`src/rtl/vga_timing_gen.sv`:
```
// VGA raster timing generator with a pixel-rate prescaler.
// Ports: clk/rst/en in; pix_ce, hsync, vsync, active, x, y, line_start, frame_start out.
module vga_timing_gen #(
  parameter int   PIX_DIV  = 2,
  parameter int   H_ACTIVE = 640,
  parameter int   H_FP     = 16,
  parameter int   H_SYNC   = 96,
  parameter int   H_BP     = 48,
  parameter int   V_ACTIVE = 480,
  parameter int   V_FP     = 10,
  parameter int   V_SYNC   = 2,
  parameter int   V_BP     = 33,
  parameter logic H_POL    = 1'b0,
  parameter logic V_POL    = 1'b0,
  localparam int  H_TOTAL  = H_ACTIVE + H_FP + H_SYNC + H_BP,
  localparam int  V_TOTAL  = V_ACTIVE + V_FP + V_SYNC + V_BP,
  localparam int  XW       = $clog2(H_TOTAL),
  localparam int  YW       = $clog2(V_TOTAL)
) (
  input  logic          clk,
  input  logic          rst,
  input  logic          en,
  output logic          pix_ce,
  output logic          hsync,
  output logic          vsync,
  output logic          active,
  output logic [XW-1:0] x,
  output logic [YW-1:0] y,
  output logic          line_start,
  output logic          frame_start
);

  generate
    if (PIX_DIV < 1 || H_ACTIVE < 1 || H_FP < 1 || H_SYNC < 1 ||
        H_BP < 1 || V_ACTIVE < 1 || V_FP < 1 || V_SYNC < 1 ||
        V_BP < 1) begin : g_bad_param
      $error("vga_timing_gen: PIX_DIV and timing values must be >= 1");
    end
  endgenerate

  localparam int DW = (PIX_DIV > 1) ? $clog2(PIX_DIV) : 1;

  localparam logic [DW-1:0] DIV_LAST = DW'(PIX_DIV - 1);

  localparam logic [XW-1:0] H_LAST = XW'(H_TOTAL - 1);
  localparam logic [XW-1:0] H_ACT  = XW'(H_ACTIVE);
  localparam logic [XW-1:0] HS_BEG = XW'(H_ACTIVE + H_FP);
  localparam logic [XW-1:0] HS_END = XW'(H_ACTIVE + H_FP + H_SYNC);

  localparam logic [YW-1:0] V_LAST = YW'(V_TOTAL - 1);
  localparam logic [YW-1:0] V_ACT  = YW'(V_ACTIVE);
  localparam logic [YW-1:0] VS_BEG = YW'(V_ACTIVE + V_FP);
  localparam logic [YW-1:0] VS_END = YW'(V_ACTIVE + V_FP + V_SYNC);

  logic [DW-1:0] div_cnt;
  logic [XW-1:0] h;
  logic [YW-1:0] v;

  logic          tick;
  logic [XW-1:0] h_nxt;
  logic [YW-1:0] v_nxt;
  logic          act_nxt;
  logic          hs_nxt;
  logic          vs_nxt;

  assign tick = en && (div_cnt == DIV_LAST);

  // Outputs are derived from the next position so they
  // line up with pix_ce on the same edge.
  always_comb begin
    h_nxt = h + XW'(1);
    v_nxt = v;
    if (h == H_LAST) begin
      h_nxt = '0;
      v_nxt = (v == V_LAST) ? '0 : v + YW'(1);
    end
    act_nxt = (h_nxt < H_ACT) && (v_nxt < V_ACT);
    hs_nxt  = (h_nxt >= HS_BEG) && (h_nxt < HS_END);
    vs_nxt  = (v_nxt >= VS_BEG) && (v_nxt < VS_END);
  end

  always_ff @(posedge clk) begin
    if (rst) begin
      div_cnt     <= '0;
      h           <= H_LAST;
      v           <= V_LAST;
      pix_ce      <= 1'b0;
      hsync       <= ~H_POL;
      vsync       <= ~V_POL;
      active      <= 1'b0;
      x           <= '0;
      y           <= '0;
      line_start  <= 1'b0;
      frame_start <= 1'b0;
    end else begin
      pix_ce      <= tick;
      line_start  <= tick && (h_nxt == '0);
      frame_start <= tick && (h_nxt == '0) && (v_nxt == '0);
      if (en) begin
        div_cnt <= tick ? '0 : div_cnt + DW'(1);
      end
      if (tick) begin
        h      <= h_nxt;
        v      <= v_nxt;
        hsync  <= hs_nxt ? H_POL : ~H_POL;
        vsync  <= vs_nxt ? V_POL : ~V_POL;
        active <= act_nxt;
        x      <= act_nxt ? h_nxt : '0;
        y      <= act_nxt ? v_nxt : '0;
      end
    end
  end

endmodule

```
`config.mk`:
```
export PLATFORM = sky130hd
export DESIGN_NAME = vga_timing_gen
export DESIGN_NICKNAME = d
export VERILOG_FILES = /design/src/rtl/vga_timing_gen.sv
export SDC_FILE = /design/constraint.sdc
export NUM_CORES = 1
export LEC_CHECK = 0
export ABC_AREA = 1
export ABC_CLOCK_PERIOD_IN_PS = 2400
export BUFFER_PORTS_ARGS = -buffer_cell sky130_fd_sc_hd__buf_2
export CAP_MARGIN = 15
export CORE_ASPECT_RATIO = 0.5
export CORE_MARGIN = 5
export CORE_UTILIZATION = 55
export CTS_CLUSTER_DIAMETER = 30
export DETAILED_ROUTE_END_ITERATION = 8
export MAX_ROUTING_LAYER = met4
export PLACE_DENSITY = 0.76
export SETUP_SLACK_MARGIN = 0.1
export SLEW_MARGIN = 20
export SYNTH_ARGS = -nofsm -noshare
export SYNTH_HDL_FRONTEND = slang
export SYNTH_SLANG_ARGS = --single-unit
```
`constraint.sdc`:
```
create_clock -name clk -period 2.4 [get_ports clk]
set_input_delay 0 -clock clk [delete_from_list [all_inputs] [get_ports clk]]
set_output_delay 0 -clock clk [all_outputs]
set_load 0.005 [all_outputs]
```
==> impl_metrics.toml <==
[run_status]
status = "completed"

[global_route]
grt_pass1_vias = 2118
grt.total_usage_pct = 20.52
grt_max_degree = 27
antenna_found_initial = 0
grt_overflow_total = 0
grt_pass1_wl_um = 9321

[power]
p_per_area_mw_per_mm2 = 686.8
p_leak_nw = 1.405
ir_worst_vdd_v = 0.0004078

[synthesis]
muxShareOfSynthArea_pct = 0
synth-simple-area-share_pct = 41.74
synth_cell_types = 31
syn-num-nets = 368
synth_area_mm2 = 0.002401
synth_adder_area_share_pct = 2.084
yosys-top-cells-count = "125 x nand2_1, 47 x dfxtp_1, 41 x inv_1, 41 x nor2_1, 36 x nand3_1"
syn_inst = 361
yosysTopAreaCellShare_pct = 39.19
synthArstFlopShare_pct = 0
ys.flop_type = "dfxtp_1"
synth_edf_count = 0
synthTopCellsByArea = "dfxtp_1 39%, nand2_1 20%, nand3_1 7.5%, inv_1 6.4%, nor2_1 6.4%"
synth_top_cell_by_area = "dfxtp_1"
synth_xor_area_share_pct = 0.3648
seq_area_frac_synth_pct = 39.19
synth_top_family_by_area = "simple AND/OR/NAND/NOR gates"
yosys_warnings = 0
syn_area_per_cell_um2 = 6.651
ys_seq_elements = 47
synth-compound-area-share_pct = 7.191
synth_most_common_cell = "nand2_1"

[placed_design]
globalplace.congestion = 0.9231
placedCellCount = 442
pre_cts_ws_ns = 0.07705
place_area_mm2 = 0.002589
portBuffers = 28
hpwl_um = 4235

[routing]
avgRoutedWirePerCell_um = 12.63
drtAntennaViolNets = 0
drtPass1Iterations = 4
drt_wl_total_um = 5696
vias = 2345
drtIter0Drc = 136
drc = 0
viasPerCell = 5.200

[sta]
tightestPinTransition_ns = 0.5364
rsz0062_at_grt = "false"
period_needed_ns = 2.108
timing.fmax_ghz = 0.4744
post-route-period-util_pct = 87.83
slew_headroom_pct = 64.20
finalHoldViolCount = 0
skew_ns = 0.009747
setup_slack_ns = 0.2921
finalMaxSlewViolations = 0
finalSetupViolCount = 0
tns_ns = 0

[final_layout]
fill_cells = 405
diodes = 0
nets = 401
area_growth_pct = 13.71
layout-drive-gt1-share_pct = 15.48
postLayoutCellArea_mm2 = 0.002730
fin_cells = 451

[worst_setup_path]
required_ns = 2.60
worst_setup_path_end_kind = "flip-flop"
cp.arrival_ns = 2.31
path_class = "reg2reg"
critPathLaunchType = "flip-flop"
cp_max_fo = 20

[clock_network]
numCtsBuffers = 5
clkSinkCount = 47
cts-root-buf = "clkbuf_8"
postCtsSetupRepairBufs = 0
clk_pin_slew_ns = 0.09
clk_latency_ns = 0.30
cts_tree = "done"
cts.path.max_buffers = 2
htreeDepth = 2

[flow_run]
cap_viol_max_count = 0

[worst_hold_path]
min_path_type = "reg2reg"

[die]
initial_utilization_pct = 55.61
die_x_um = 103.4
die-area_mm2 = 0.005867
fp.dieH_um = 56.72
num_rows = 17
ioPinCount = 29
coreArea_mm2 = 0.004318
-- critical path, stage by stage, from the launching register on --
cell	delay [ns]
dfxtp_1	0.43
ha_1	0.26
nand2_2	0.09
nor2_4	0.16
nand4_4	0.15
buf_4	0.20
o21ai_2	0.18
nand2_1	0.08
nor2_2	0.17
nor2_4	0.13
nand3_1	0.10
nand2_1	0.05
-- area by class of cell --
type	instances	area, um^2	area share (%)
Multi-Input combinational cell	261	1252	45.88
Sequential cell	47	940.9	34.46
Timing Repair Buffer	35	197.7	7.241
Inverter	44	165.2	6.049
Clock buffer	6	72.57	2.658
Tap cell	57	71.32	2.612
Clock inverter	1	30.03	1.100
-- cell families after synthesis --
group / Yosys count
DFF: 47
and+or+nand+nor: 229
xor gates and xnor gates: 1
buffers and inverters: 53
adders and majority gates: 4
AOI/OAI and AO/OA: 27
-- flip-flops by register name, indices dropped and copies added (netlist names), 10 cells and up --
name / cells
v: 10
y: 10
x: 10
h: 10
-- routing by layer --
layer / vias up / share of wire (%) / global-route usage (%)
li1: 1206 / - / -
met1: 1063 / 48 / 26.61
met2: 65 / 45 / 31.07
met3: 11 / 5.8 / 5.459
met4: 0 / 1.4 / 6.458
met5: - / 0 / -
-- repair_timing --
action | CTS | global route
setup endpoints to repair | 17 | 20
hold buffers | 2 | 0
gates cloned | 0 | 0
resized for setup | 1 | 2
endpoints found under the hold margin | 3 | 0
-- final timing paths --
kind / startpoint / end / slack [ns] / depth (start not counted)
setup / recovery: h[0] / x[1] / 0.29 / 11
hold / removal: y[9] / y[9] / 0.44 / 2
setup reg to reg: h[0] / x[1] / 0.29 / 11
hold reg to reg: y[9] / y[9] / 0.44 / 2
-- placed cells by master, fill, tap and decap left out --
cell,n
bufinv_16,1
clkbuf_1,1
inv_2,3
and2_1,1
nor2_1,41
a21oi_1,1
nor3_1,1
nand4_4,1
a22oi_1,5
nand3_1,36
a2bb2oi_1,1
nand2_2,2
dlygate4sd3_1,2
dfxtp_1,47
buf_4,5
clkbuf_8,5
inv_1,41
nand3_2,4
ha_1,4
nor2_2,6
nand2_1,125
nand4_1,7
o21ai_1,3
or2_2,1
o22a_1,1
nor2_4,4
o31ai_1,1
xor2_1,1
o21ai_0,5
o21ai_2,1
buf_2,28
o22ai_1,9
-- metrics by stage --
step                      total power [mW]  util, %  hold slack [ns]
final                                1.875    63.23           0.4439
after global routing                 1.984    63.23           0.4460
after CTS                            1.863    62.91           0.4449
after detailed placement             1.304    59.95           0.2368
after global placement               1.293    59.95           0.2340
after floorplan                      1.219        -          0.07199
-- report_power, final --
group / internal (mW) / switching [mW] / total, mW
clock: 0.306 / 0.258 / 0.564
sequential: 0.806 / 0.0251 / 0.832
combinational: 0.147 / 0.333 / 0.480
total: 1.26 / 0.616 / 1.88
Note: power is estimated with default switching activity, not from simulation.
